===== src/rtl/pic_priority_resolver.sv =====
// pic_priority_resolver: IRR/ISR bookkeeping and rotating priority resolver
// for the 8259 control path. Request and acknowledge lines are asynchronous
// and are synchronized before any edge detection.
module pic_priority_resolver #(
   parameter int SYNC_STAGES = 2
) (
   input  logic       CLK,
   input  logic       RESET_,
   input  logic [7:0] IR,
   input  logic       LEVEL,
   input  logic [7:0] interrupt_mask,
   input  logic       INTA_,
   input  logic       AEOI,
   input  logic       R,
   input  logic       EOI_PULSE,
   input  logic       SEOI,
   input  logic [2:0] EOI_LEVEL,
   output logic       INTERNAL_INT,
   output logic [2:0] IR_NUM,
   output logic [7:0] IRR,
   output logic [7:0] ISR
);

   typedef enum logic {S_IDLE, S_ACK2} state_t;

   logic [SYNC_STAGES-1:0][7:0] r_ir_sync;
   logic [7:0]                  r_ir_prev;
   logic [SYNC_STAGES-1:0]      r_inta_sync;
   logic                        r_inta_prev;

   state_t     r_state, w_state_nxt;
   logic [7:0] r_irr, r_isr;
   logic [2:0] r_low, r_num;
   logic       r_int;

   logic [7:0] w_ir_s, w_ir_rise, w_cand;
   logic       w_inta_fall;
   logic [3:0] w_win, w_isr_top;
   logic [2:0] w_win_rank, w_isr_rank;
   logic       w_qual;

   logic       w_int_nxt;
   logic [2:0] w_num_nxt;
   logic [7:0] w_isr_set, w_ack_clr, w_aeoi_clr, w_eoi_clr;
   logic       w_aeoi_rot, w_eoi_rot;
   logic [2:0] w_eoi_num;

   // Lowest-rank set bit of v, scanning from the bit just above LOW.
   // Returns {found, bit number}.
   function automatic logic [3:0] f_pick(input logic [7:0] v, input logic [2:0] low);
      logic [3:0] res;
      logic [2:0] idx;
      res = '0;
      for (int k = 7; k >= 0; k--) begin
         idx = 3'(k) + low + 3'd1;
         if (v[idx]) res = {1'b1, idx};
      end
      return res;
   endfunction

   // Synchronizer chains plus one history flop each for edge detection
   always_ff @(posedge CLK or negedge RESET_) begin
      if (!RESET_) begin
         r_ir_sync   <= '0;
         r_ir_prev   <= '0;
         r_inta_sync <= '1;
         r_inta_prev <= 1'b1;
      end else begin
         r_ir_sync[0]   <= IR;
         r_inta_sync[0] <= INTA_;
         for (int s = 1; s < SYNC_STAGES; s++) begin
            r_ir_sync[s]   <= r_ir_sync[s-1];
            r_inta_sync[s] <= r_inta_sync[s-1];
         end
         r_ir_prev   <= r_ir_sync[SYNC_STAGES-1];
         r_inta_prev <= r_inta_sync[SYNC_STAGES-1];
      end
   end

   assign w_ir_s      = r_ir_sync[SYNC_STAGES-1];
   assign w_ir_rise   = w_ir_s & ~r_ir_prev;
   assign w_inta_fall = r_inta_prev & ~r_inta_sync[SYNC_STAGES-1];

   // A winner must strictly outrank everything already in service
   assign w_cand     = r_irr & ~interrupt_mask & ~r_isr;
   assign w_win      = f_pick(w_cand, r_low);
   assign w_isr_top  = f_pick(r_isr, r_low);
   assign w_win_rank = w_win[2:0] - r_low - 3'd1;
   assign w_isr_rank = w_isr_top[2:0] - r_low - 3'd1;
   assign w_qual     = w_win[3] && (!w_isr_top[3] || (w_win_rank < w_isr_rank));

   // Acknowledge state register
   always_ff @(posedge CLK or negedge RESET_) begin
      if (!RESET_) r_state <= S_IDLE;
      else         r_state <= w_state_nxt;
   end

   // Each synced INTA fall advances the two-pulse acknowledge
   always_comb begin
      w_state_nxt = r_state;
      if (w_inta_fall) w_state_nxt = (r_state == S_IDLE) ? S_ACK2 : S_IDLE;
   end

   // Acknowledge-driven outputs and ISR/IRR set/clear vectors
   always_comb begin
      w_int_nxt  = r_int;
      w_num_nxt  = r_num;
      w_isr_set  = '0;
      w_ack_clr  = '0;
      w_aeoi_clr = '0;
      w_aeoi_rot = 1'b0;
      case (r_state)
         S_IDLE: begin
            w_int_nxt = w_qual;
            if (w_win[3]) w_num_nxt = w_win[2:0];
            if (w_inta_fall) begin
               w_int_nxt = 1'b0;
               if (w_qual) begin
                  w_num_nxt             = w_win[2:0];
                  w_isr_set[w_win[2:0]] = 1'b1;
                  w_ack_clr[w_win[2:0]] = 1'b1;
               end else begin
                  // nothing to service: report the spurious vector
                  w_num_nxt = 3'd7;
               end
            end
         end
         S_ACK2: begin
            w_int_nxt = 1'b0;
            if (w_inta_fall && AEOI) begin
               w_aeoi_clr[r_num] = 1'b1;
               w_aeoi_rot        = R;
            end
         end
         default: ;
      endcase
   end

   // EOI decode, judged against the ISR before this cycle's updates
   always_comb begin
      w_eoi_clr = '0;
      w_eoi_rot = 1'b0;
      w_eoi_num = EOI_LEVEL;
      if (EOI_PULSE) begin
         if (SEOI) begin
            w_eoi_clr[EOI_LEVEL] = 1'b1;
            w_eoi_rot            = R && r_isr[EOI_LEVEL];
         end else if (w_isr_top[3]) begin
            w_eoi_num               = w_isr_top[2:0];
            w_eoi_clr[w_isr_top[2:0]] = 1'b1;
            w_eoi_rot               = R;
         end
      end
   end

   // Register update: sets beat clears, AEOI rotation beats EOI rotation
   always_ff @(posedge CLK or negedge RESET_) begin
      if (!RESET_) begin
         r_irr <= '0;
         r_isr <= '0;
         r_low <= 3'd7;
         r_num <= '0;
         r_int <= 1'b0;
      end else begin
         r_isr <= (r_isr & ~w_eoi_clr & ~w_aeoi_clr) | w_isr_set;
         r_irr <= LEVEL ? w_ir_s : ((r_irr & ~w_ack_clr) | w_ir_rise);
         r_num <= w_num_nxt;
         r_int <= w_int_nxt;
         if (w_aeoi_rot)     r_low <= r_num;
         else if (w_eoi_rot) r_low <= w_eoi_num;
      end
   end

   assign INTERNAL_INT = r_int;
   assign IR_NUM       = r_num;
   assign IRR          = r_irr;
   assign ISR          = r_isr;

endmodule


===== config.mk =====
export PLATFORM = sky130hd
export DESIGN_NAME = pic_priority_resolver
export DESIGN_NICKNAME = d
export VERILOG_FILES = /design/src/rtl/pic_priority_resolver.sv
export SDC_FILE = /design/constraint.sdc
export NUM_CORES = 1
export LEC_CHECK = 0
export CAP_MARGIN = 20
export CORE_MARGIN = 2
export CORE_UTILIZATION = 35
export CTS_BUF_LIST = sky130_fd_sc_hd__clkbuf_8
export DETAILED_ROUTE_END_ITERATION = 6
export GPL_TIMING_DRIVEN = 0
export SLEW_MARGIN = 10
export SYNTH_ARGS = -nofsm -noshare
export SYNTH_HDL_FRONTEND = slang
export SYNTH_SLANG_ARGS = --single-unit

===== constraint.sdc =====
create_clock -name CLK -period 12.5 [get_ports CLK]
set_input_delay 2.5 -clock CLK [delete_from_list [all_inputs] [get_ports CLK]]
set_output_delay 2.5 -clock CLK [all_outputs]
set_load 0.02 [all_outputs]

==> tab_implementation.tex, run 1 <==
\begin{tabular}{lr}
\hline
Metric & Value \\
\hline
\multicolumn{2}{l}{\textbf{Floorplan}} \\
I/O pins & 47 \\
Standard-cell row count & 41 \\
Die extent in x & 118.1 µm \\
Area of the core & 12670 µm² \\
Area of the die & 13960 µm² \\
Initial standard-cell utilization of the core & 0.3598 \\
Die Height & 118.1 µm \\
\multicolumn{2}{l}{\textbf{Timing}} \\
Final Slew Violations & 0 \\
Setup Skew & 13.16 ps \\
Relative slew slack & 0.3885 \\
Max Clk Rate & 135.9 MHz \\
Final period util & 0.5888 \\
Post-layout minimum cycle time & 7360 ps \\
Setup Total Neg Slack & 0 ps \\
Hold Vio Cnt, Final & 0 \\
Worst Tran Pin Value & 915.3 ps \\
Unrepaired setup endpoints after global routing & no \\
Tightest hold margin & 351.9 ps \\
Final-report setup violation count & 0 \\
\multicolumn{2}{l}{\textbf{Setup path}} \\
Crit Path Class & input port to flop \\
Crit-path leading delay family & simple AND/OR/NAND/NOR gates \\
Cell-by-cell listing of the critical path & clkdlybuf4s50\_1, nor3b\_1, mux2i\_1, mux4\_2, o221ai\_1, o21a\_1, o22a\_4, inv\_4, ha\_1, fa\_1, xnor2\_1, xnor2\_1, ha\_1, nor2b\_1, o22ai\_2, nand3\_1, nor2\_1, a41oi\_1 \\
Buf+Inv Stages, Crit Path & 2 \\
Largest stage delay, worst path & 760 ps \\
Arrival time at the worst endpoint & 7540 ps \\
Crit start category & input port \\
Required @ worst endpoint & 12680 ps \\
Critical path's slowest cell & sky130\_fd\_sc\_hd\_\_nor3b\_1 \\
Kind of end point of the critical path & flop \\
Critical path fanouts, max & 9 \\
\multicolumn{2}{l}{\textbf{CTS}} \\
Clock Root Buffer & sky130\_fd\_sc\_hd\_\_clkbuf\_8 \\
Maximum clock path buffer count & 2 \\
Post-CTS sizing & 0 \\
Setup fix buffers added after clock tree synthesis & 0 \\
Total number of H-tree levels & 2 \\
Clock-pin transition on the worst setup and hold timing paths & 90 ps \\
TritonCTS clock tree & done \\
Worst skew pair latency & 320 ps \\
Number of clock buffers inserted by TritonCTS & 5 \\
Count of clock tree sinks & 51 \\
Cts hold-fix bufs & 0 \\
\multicolumn{2}{l}{\textbf{Yosys}} \\
Number of flip-flops and latches in the synthesized netlist & 51 \\
Sequential cell area fraction in the yosys report & 0.2816 \\
Total nets after synthesis & 491 \\
Number of warnings reported in the yosys synthesis log & 0 \\
Post-Synthesis Mean Instance Area & 10.02 µm² \\
Ys flop type & sky130\_fd\_sc\_hd\_\_dfrtp\_1 \\
Post-synth EDFFs & 0 \\
Netlist area before placement & 4559 µm² \\
Mapped Cells & 455 \\
Async set-or-reset flop fraction in the synthesized netlist & 1.000 \\
Number of library cell types mapped by synthesis & 88 \\
\multicolumn{2}{l}{\textbf{Drt}} \\
Remaining antenna violation count & 0 \\
Post-route DRC violation count & 0 \\
Total via count after detailed routing & 4229 \\
Initial DRT Pass Iterations & 5 \\
Post-DR wirelength/cell & 20.36 µm \\
Violation count after the first detailed-route iteration & 298 \\
DRT Wirelength & 13860 µm \\
Mean number of vias per cell & 6.210 \\
\multicolumn{2}{l}{\textbf{Cells and area}} \\
Area of the multi-input gates & 3045 µm² \\
Fill cells & 1261 \\
Commonest non-fill, non-tap cells in the layout & sky130\_fd\_sc\_hd\_\_dfrtp\_1, sky130\_fd\_sc\_hd\_\_clkdlybuf4s50\_1, sky130\_fd\_sc\_hd\_\_nor2\_1 \\
Register Area & 1284 µm² \\
Synth-to-Final Area Change & 17.48\% \\
Leading cell type in the layout, fill and taps excluded & sky130\_fd\_sc\_hd\_\_dfrtp\_1 \\
Final \#Nets & 544 \\
Layout cell share with drive strength beyond 1 & 0.1749 \\
Diodes inserted & 0 \\
\multicolumn{2}{l}{\textbf{Outcome}} \\
Run status & complete, no violations \\
\multicolumn{2}{l}{\textbf{Global route}} \\
Met2 Use GR & 0.3313 \\
GR Layer Usage met1 & 0.2636 \\
Antenna violations before repair & 0 \\
GR Util All Layers & 0.1972 \\
Wire length of the first global-routing pass & 22050 µm \\
Via count of the first global-routing pass & 3995 \\
Total congestion overflow & 0 \\
Pin count of the biggest net entering global routing & 34 \\
Met3 global-route usage & 0.02317 \\
GRT Max-Usage Layer & met2 \\
\multicolumn{2}{l}{\textbf{Place}} \\
HPWL reported at the end of detailed placement & 10720 µm \\
Input/output buffers & 45 \\
Gp weighted congestion & 0.9105 \\
\multicolumn{2}{l}{\textbf{Job}} \\
Max-capacitance violation count & 0 \\
\multicolumn{2}{l}{\textbf{Hold path}} \\
Worst min-delay path class & flop to flop \\
\hline
\end{tabular}
==> cell families after synthesis <==
group           Yosys count  share of synthesized area
simple gates            137                     0.1718
compound gates          136                     0.2231
mux                      63                     0.2228
flops                    51                     0.2816
buf+inv                  50                    0.05049
xor+xnor                  9                    0.02223
fa+ha+maj                 9                    0.02799
==> layout make-up <==
class,count,share of cell area
Buffer,34,0.03130
Clock buffer,5,0.01285
Clock inverter,3,0.008876
Inverter,16,0.01168
Multi-Input combinational cell,354,0.5686
Sequential cell,51,0.2397
Tap cell,172,0.04018
Timing Repair Buffer,46,0.08690
==> path summary, 6_finish.rpt <==
| kind | from | endpoint | slack, ps | cells past startpoint |
|---|---|---|---|---|
| setup reg to reg | r_low[0] | IRR[1] | 6190 | 24 |
| hold / removal | r_ir_sync[6] | w_ir_s[6] | 350 | 0 |
| hold reg to reg | r_ir_sync[6] | w_ir_s[6] | 350 | 0 |
| min in group asynchronous | RESET_ | IR_NUM[1] | 2110 | 1 |
| setup / recovery | interrupt_mask[7] | IRR[1] | 5140 | 18 |
| max in group asynchronous | RESET_ | ISR[1] | 9860 | 2 |
==> cells in the mapped netlist (all sizes together) (3+ instances only) <==
cell type,instances,area share
mux4,28,0.14
xnor2,7,0.015
a21boi,5,0.0082
buf,18,0.023
a41oi,4,0.0077
nor3,20,0.022
o21ai,21,0.024
mux2i,22,0.048
a21o,6,0.0099
or3b,8,0.015
nor3b,9,0.015
o221ai,3,0.0058
a31oi,6,0.0082
a2111oi,4,0.0077
ha,7,0.019
a21oi,18,0.020
nor2b,5,0.0069
o31ai,4,0.0066
o22ai,8,0.012
o21a,5,0.0082
and2,7,0.010
o211ai,4,0.0066
a221oi,14,0.027
nor2,31,0.026
nand2b,6,0.0082
a22oi,3,0.0049
nand3,9,0.0099
dfstp,6,0.035
inv,15,0.013
o311ai,4,0.0077
clkbuf,16,0.013
nand2,21,0.017
dfrtp,45,0.25
a211oi,5,0.0093
mux2,13,0.032
and3,4,0.0055
==> state kept, by name, summed over array words and instances (netlist names) <==
register / flops
r_inta_prev: 1
r_inta_sync: 2
r_ir_prev: 8
w_ir_s: 8
r_state: 1
IR_NUM: 3
r_low: 3
INTERNAL_INT: 1
r_ir_sync: 8
IRR: 8
ISR: 8
==> per-layer routing <==
layer / wire length [µm] / vias to the layer above
met2: 6853 / 206
met4: 280 / 0
met5: 0 / -
li1: - / 1909
met1: 5768 / 2096
met3: 960 / 18
==> stage by stage <==
stage          setup slack (ps)  cells    util  instance area [µm²]
3_5_place_dp               4818    673  0.4135                 5240
5_1_grt                    4754    681  0.4227                 5356
2_1_floorplan              6183    455       -                 4559
3_3_place_gp               4909    672  0.4124                 5225
6_report                   5140    681  0.4227                 5356
4_1_cts                    5111    681  0.4227                 5356
Power of run 1 is left out: the tool's default activity adds up to more than one toggle a clock period on the data nets, which glitch-free logic cannot reach.
==> run 2, diff against run 1 <==
==> constraint.sdc (replaced) <==
create_clock -name CLK -period 6.78 [get_ports CLK]
set_input_delay 1.356 -clock CLK [delete_from_list [all_inputs] [get_ports CLK]]
set_output_delay 1.356 -clock CLK [all_outputs]
set_load 0.02 [all_outputs]
==> run 2 against run 1 <==
  * Cell area about the same
  * Die area stayed put
  * Count of clock-buffer cells in the layout did not move
  * Global-route usage did not move
  * Cell count unchanged
  * Clock skew barely moved
  * Routed wire length decreased by 0.43%
  * Critical path depth rose by 6
  * Non-clock buffer count stayed put
  * Sequential share of layout area hardly changed
  * Register-to-register slack worse by 5600 ps
  * Via count up 0.80%
  * Largest cell class unchanged
==> tab_implementation.tex, run 2 (synthesized netlist as in run 1, its figures left out) <==
\begin{tabular}{lr}
\hline
Metric & Value \\
\hline
\multicolumn{2}{l}{\textbf{Cells and area}} \\
Layout cell share with drive strength beyond 1 & 0.1768 (+0.001965) \\
Synth-to-Final Area Change & 17.54\% (about the same) \\
Final standard cell count with taps included and fillers excluded & 681 (unchanged) \\
Fill cells & 1263 (+0.16\%) \\
Area of the multi-input gates & 3048 µm² (about the same) \\
Leading cell type in the layout, fill and taps excluded & sky130\_fd\_sc\_hd\_\_dfrtp\_1 \\
Diodes inserted & 0 (unchanged) \\
Register Area & 1284 µm² (unchanged) \\
Final \#Nets & 544 (unchanged) \\
Commonest non-fill, non-tap cells in the layout & sky130\_fd\_sc\_hd\_\_dfrtp\_1, sky130\_fd\_sc\_hd\_\_clkdlybuf4s50\_1, sky130\_fd\_sc\_hd\_\_nor2\_1 \\
\multicolumn{2}{l}{\textbf{Timing}} \\
Final period util & 0.9178 \\
Post-layout minimum cycle time & 6223 ps \\
Unrepaired setup endpoints after global routing & no \\
Hold Vio Cnt, Final & 0 (unchanged) \\
Max Clk Rate & 160.7 MHz \\
Worst Tran Pin Value & 904.8 ps (-10.55 ps) \\
Relative slew slack & 0.3955 (+0.007047) \\
Setup Skew & 13.41 ps (+0.2540 ps) \\
Setup Total Neg Slack & 0 ps (unchanged) \\
Final-report setup violation count & 0 (unchanged) \\
Final Slew Violations & 0 (unchanged) \\
\multicolumn{2}{l}{\textbf{Floorplan}} \\
Area of the core & 12670 µm² (unchanged) \\
Die extent in x & 118.1 µm (unchanged) \\
Area of the die & 13960 µm² (unchanged) \\
Die Height & 118.1 µm (unchanged) \\
Standard-cell row count & 41 (unchanged) \\
I/O pins & 47 (unchanged) \\
Initial standard-cell utilization of the core & 0.3598 (unchanged) \\
\multicolumn{2}{l}{\textbf{CTS}} \\
Worst skew pair latency & 320 ps (about the same) \\
Clock-pin transition on the worst setup and hold timing paths & 100 ps (about the same) \\
Cts hold-fix bufs & 0 (unchanged) \\
Maximum clock path buffer count & 2 (unchanged) \\
Count of clock tree sinks & 51 (unchanged) \\
Number of clock buffers inserted by TritonCTS & 5 (unchanged) \\
Clock Root Buffer & sky130\_fd\_sc\_hd\_\_clkbuf\_8 \\
Total number of H-tree levels & 2 (unchanged) \\
TritonCTS clock tree & done \\
\multicolumn{2}{l}{\textbf{Outcome}} \\
Run status & complete, no violations \\
\multicolumn{2}{l}{\textbf{Setup path}} \\
Kind of end point of the critical path & flop \\
Required @ worst endpoint & 6960 ps (-5720 ps) \\
Arrival time at the worst endpoint & 6410 ps (-1130 ps) \\
Crit start category & flop \\
Crit Path Class & flop to flop \\
Critical path fanouts, max & 13 (+4) \\
\multicolumn{2}{l}{\textbf{Global route}} \\
GR Layer Usage met1 & 0.2636 (unchanged) \\
Met2 Use GR & 0.3313 (unchanged) \\
Pin count of the biggest net entering global routing & 34 (unchanged) \\
Total congestion overflow & 0 (unchanged) \\
Met3 global-route usage & 0.02317 (unchanged) \\
Wire length of the first global-routing pass & 22050 µm (unchanged) \\
GRT Max-Usage Layer & met2 \\
GR Util All Layers & 0.1972 (unchanged) \\
Via count of the first global-routing pass & 3995 (unchanged) \\
Antenna violations before repair & 0 (unchanged) \\
\multicolumn{2}{l}{\textbf{Place}} \\
Gp weighted congestion & 0.9105 (unchanged) \\
Input/output buffers & 45 (unchanged) \\
HPWL reported at the end of detailed placement & 10720 µm (unchanged) \\
Number of instances in the placed design & 673 (unchanged) \\
\multicolumn{2}{l}{\textbf{Hold path}} \\
Worst min-delay path class & flop to flop \\
\multicolumn{2}{l}{\textbf{Drt}} \\
Post-DR wirelength/cell & 20.27 µm (-0.43\%) \\
Initial DRT Pass Iterations & 7 (+2) \\
Total via count after detailed routing & 4263 (+0.80\%) \\
Mean number of vias per cell & 6.260 (+0.80\%) \\
Post-route DRC violation count & 0 (unchanged) \\
Remaining antenna violation count & 0 (unchanged) \\
DRT Wirelength & 13800 µm (-0.43\%) \\
Violation count after the first detailed-route iteration & 311 (+4.4\%) \\
\multicolumn{2}{l}{\textbf{Job}} \\
Max-capacitance violation count & 0 (unchanged) \\
\hline
\end{tabular}
[run 2: cell count changes in the layout (fill, tap and decap cells not counted)]
| cell | delta |
|---|---|
| sky130_fd_sc_hd__nor2_2 | +1 |
| sky130_fd_sc_hd__nor2_1 | -1 |
[run 2: layer usage]
metal | up-vias | part of all wire
met3 | 23 | 0.074
met4 | 0 | 0.019
met2 | 229 | 0.50
met1 | 2104 | 0.41
met5 | - | 0
li1 | 1907 | -
[run 2: cell type report]
class,count,share of cell area
Tap cell,172,0.04016
Sequential cell,51,0.2396
Clock buffer,5,0.01284
Timing Repair Buffer,46,0.08685
Inverter,16,0.01167
Multi-Input combinational cell,354,0.5688
Buffer,34,0.03129
Clock inverter,3,0.008872
[run 2: worst paths after layout]
check                              from         to  slack [ps]  depth (start not counted)
max                            r_low[0]     IRR[1]         560                         24
min                        r_ir_sync[6]  w_ir_s[6]         350                          0
max reg2reg                    r_low[0]     IRR[1]         560                         24
min reg2reg                r_ir_sync[6]  w_ir_s[6]         350                          0
max in group asynchronous        RESET_     ISR[1]        5290                          2
min in group asynchronous        RESET_  IR_NUM[1]         970                          1
[run 2: critical path: stages (launching register included)]
cell,delay [ps]
sky130_fd_sc_hd__dfstp_2,650
sky130_fd_sc_hd__buf_4,240
sky130_fd_sc_hd__inv_2,80
sky130_fd_sc_hd__buf_2,200
sky130_fd_sc_hd__buf_2,250
sky130_fd_sc_hd__ha_1,310
sky130_fd_sc_hd__buf_2,250
sky130_fd_sc_hd__buf_4,270
sky130_fd_sc_hd__buf_4,240
sky130_fd_sc_hd__mux4_1,560
sky130_fd_sc_hd__nor2_1,160
sky130_fd_sc_hd__a21oi_1,90
sky130_fd_sc_hd__a21boi_1,200
sky130_fd_sc_hd__o22a_4,260
sky130_fd_sc_hd__inv_4,100
sky130_fd_sc_hd__ha_1,200
sky130_fd_sc_hd__fa_1,380
sky130_fd_sc_hd__xnor2_1,220
sky130_fd_sc_hd__xnor2_1,160
sky130_fd_sc_hd__ha_1,250
sky130_fd_sc_hd__nor2b_1,130
sky130_fd_sc_hd__o22ai_2,220
sky130_fd_sc_hd__nand3_1,250
sky130_fd_sc_hd__nor2_2,250
sky130_fd_sc_hd__a41oi_1,140
[run 2: through the flow]
| stage | utilization | hold slack (ps) | setup slack (ps) | area (µm²) |
|---|---|---|---|---|
| floorplan | - | 331.2 | 1456 | 4559 |
| global placement | 0.4124 | 331.9 | 332.8 | 5225 |
| detailed placement | 0.4135 | 334.7 | 241.5 | 5240 |
| CTS | 0.4227 | 347.7 | 454.1 | 5356 |
| global route | 0.4229 | 361.4 | 103.0 | 5359 |
| finish | 0.4229 | 352.5 | 557.0 | 5359 |
[run 2: timing repair]
action / in CTS / in global routing
resized for setup: 0 / 1
buffers inserted: 0 / 0
endpoints found under the setup margin: 0 / 1
Power of run 2 is left out for the same reason.
==> run 3, diff against run 2 <==
--- a/config.mk
+++ b/config.mk
@@ -5,12 +5,13 @@
 export SDC_FILE = /design/constraint.sdc
 export NUM_CORES = 1
 export LEC_CHECK = 0
-export CAP_MARGIN = 20
+export CAP_MARGIN = 40
 export CORE_MARGIN = 2
 export CORE_UTILIZATION = 35
 export CTS_BUF_LIST = sky130_fd_sc_hd__clkbuf_8
 export DETAILED_ROUTE_END_ITERATION = 6
 export GPL_TIMING_DRIVEN = 0
+export SKIP_LAST_GASP = 1
 export SLEW_MARGIN = 10
 export SYNTH_ARGS = -nofsm -noshare
 export SYNTH_HDL_FRONTEND = slang
==> run 3 against run 2 <==
  * Critical path depth unchanged
  * Die area unchanged
  * Global-route usage unchanged
  * Count of clock-buffer cells in the layout unchanged
  * Clock skew stayed put
  * Core utilization unchanged
==> tab_implementation.tex, run 3 (synthesized netlist as in run 1, its figures left out) <==
\begin{tabular}{lr}
\hline
Metric & Value \\
\hline
\multicolumn{2}{l}{\textbf{Setup path}} \\
Cell-by-cell listing of the critical path & buf\_4, inv\_2, buf\_2, buf\_2, ha\_1, buf\_2, buf\_4, buf\_4, mux4\_1, nor2\_1, a21oi\_1, a21boi\_1, o22a\_4, inv\_4, ha\_1, fa\_1, xnor2\_1, xnor2\_1, ha\_1, nor2b\_1, o22ai\_2, nand3\_1, nor2\_2, a41oi\_1 \\
Required @ worst endpoint & 6960 ps (about the same) \\
Crit start category & flop \\
Crit-path leading delay family & buffers and inverters \\
Buf+Inv Stages, Crit Path & 8 (unchanged) \\
Critical Path Start & r\_low[0] \\
Kind of end point of the critical path & flop \\
R2R Path Start & r\_low[0] \\
Arrival time at the worst endpoint & 6410 ps (about the same) \\
Critical path fanouts, max & 13 (unchanged) \\
Largest stage delay, worst path & 650 ps (about the same) \\
Critical path's slowest cell & sky130\_fd\_sc\_hd\_\_dfstp\_2 \\
Crit Path Class & flop to flop \\
\multicolumn{2}{l}{\textbf{Hold path}} \\
Worst min-delay path class & flop to flop \\
Critical hold path startpoint & r\_ir\_sync[6] \\
\multicolumn{2}{l}{\textbf{Timing}} \\
Relative slew slack & 0.3955 (unchanged) \\
Setup Skew & 13.41 ps (unchanged) \\
Final-report setup violation count & 0 (unchanged) \\
Post-layout minimum cycle time & 6223 ps (unchanged) \\
Max Clk Rate & 160.7 MHz (unchanged) \\
Worst Tran Pin Value & 904.8 ps (unchanged) \\
Hold Vio Cnt, Final & 0 (unchanged) \\
Unrepaired setup endpoints after global routing & no \\
Setup Total Neg Slack & 0 ps (unchanged) \\
Final period util & 0.9178 (unchanged) \\
Final Slew Violations & 0 (unchanged) \\
\multicolumn{2}{l}{\textbf{Drt}} \\
Mean number of vias per cell & 6.260 (unchanged) \\
Remaining antenna violation count & 0 (unchanged) \\
Post-route DRC violation count & 0 (unchanged) \\
Post-DR wirelength/cell & 20.27 µm (unchanged) \\
Initial DRT Pass Iterations & 7 (unchanged) \\
Total via count after detailed routing & 4263 (unchanged) \\
DRT Wirelength & 13800 µm (unchanged) \\
Violation count after the first detailed-route iteration & 311 (unchanged) \\
\multicolumn{2}{l}{\textbf{Place}} \\
Gp weighted congestion & 0.9105 (unchanged) \\
HPWL reported at the end of detailed placement & 10720 µm (unchanged) \\
Number of instances in the placed design & 673 (unchanged) \\
Input/output buffers & 45 (unchanged) \\
\multicolumn{2}{l}{\textbf{Outcome}} \\
Run status & complete, no violations \\
\multicolumn{2}{l}{\textbf{Cells and area}} \\
Commonest non-fill, non-tap cells in the layout & sky130\_fd\_sc\_hd\_\_dfrtp\_1, sky130\_fd\_sc\_hd\_\_clkdlybuf4s50\_1, sky130\_fd\_sc\_hd\_\_nor2\_1 \\
Final standard cell count with taps included and fillers excluded & 681 (unchanged) \\
Synth-to-Final Area Change & 17.54\% (unchanged) \\
Fill cells & 1263 (unchanged) \\
Final standard cell utilization of the core & 0.4229 (unchanged) \\
Leading cell type in the layout, fill and taps excluded & sky130\_fd\_sc\_hd\_\_dfrtp\_1 \\
Final \#Nets & 544 (unchanged) \\
Layout cell share with drive strength beyond 1 & 0.1768 (unchanged) \\
Diodes inserted & 0 (unchanged) \\
\multicolumn{2}{l}{\textbf{CTS}} \\
Setup fix buffers added after clock tree synthesis & 0 (unchanged) \\
Number of clock buffers inserted by TritonCTS & 5 (unchanged) \\
Maximum clock path buffer count & 2 (unchanged) \\
Worst skew pair latency & 320 ps (about the same) \\
Clock Root Buffer & sky130\_fd\_sc\_hd\_\_clkbuf\_8 \\
TritonCTS clock tree & done \\
Total number of H-tree levels & 2 (unchanged) \\
Count of clock tree sinks & 51 (unchanged) \\
Clock-pin transition on the worst setup and hold timing paths & 100 ps (about the same) \\
\multicolumn{2}{l}{\textbf{Global route}} \\
Via count of the first global-routing pass & 3995 (unchanged) \\
Antenna violations before repair & 0 (unchanged) \\
Pin count of the biggest net entering global routing & 34 (unchanged) \\
GR Util All Layers & 0.1972 (unchanged) \\
Wire length of the first global-routing pass & 22050 µm (unchanged) \\
Total congestion overflow & 0 (unchanged) \\
\multicolumn{2}{l}{\textbf{Floorplan}} \\
Die extent in x & 118.1 µm (unchanged) \\
Area of the core & 12670 µm² (unchanged) \\
Area of the die & 13960 µm² (unchanged) \\
Initial standard-cell utilization of the core & 0.3598 (unchanged) \\
I/O pins & 47 (unchanged) \\
Standard-cell row count & 41 (unchanged) \\
Die Height & 118.1 µm (unchanged) \\
\multicolumn{2}{l}{\textbf{Job}} \\
Max-capacitance violation count & 0 (unchanged) \\
\hline
\end{tabular}
run 3: repair_timing:
action                     CTS  global route
setup endpoints to repair    0             1
resized for setup            0             1
hold buffers                 0             0
run 3: area by class of cell:
type | instances | area [µm²] | area share
Timing Repair Buffer | 46 | 465.4 | 0.08685
Buffer | 34 | 167.7 | 0.03129
Clock inverter | 3 | 47.55 | 0.008872
Clock buffer | 5 | 68.82 | 0.01284
Inverter | 16 | 62.56 | 0.01167
Multi-Input combinational cell | 354 | 3048 | 0.5688
Tap cell | 172 | 215.2 | 0.04016
Sequential cell | 51 | 1284 | 0.2396
run 3: stage by stage:
step / hold WS [ps] / setup WS [ps] / area [µm²]
6_report: 352.5 / 557.0 / 5359
3_5_place_dp: 334.7 / 241.5 / 5240
5_1_grt: 361.4 / 103.0 / 5359
2_1_floorplan: 331.2 / 1456 / 4559
4_1_cts: 347.7 / 454.1 / 5356
3_3_place_gp: 331.9 / 332.8 / 5225
run 3: final timing paths:
path                       depth (start not counted)   endpoint  slack, ps
min in group asynchronous                          1  IR_NUM[1]        970
min reg2reg                                        0  w_ir_s[6]        350
max in group asynchronous                          2     ISR[1]       5290
min                                                0  w_ir_s[6]        350
max reg2reg                                       24     IRR[1]        560
max                                               24     IRR[1]        560
run 3: layer usage:
layer | share of wire | global-route usage | wire [µm]
met1 | 0.41 | 0.2636 | 5668
met2 | 0.50 | 0.3313 | 6851
met3 | 0.074 | 0.02317 | 1023
met4 | 0.019 | 0.06702 | 260
met5 | 0 | 0 | 0
Power of run 3 is left out for the same reason.
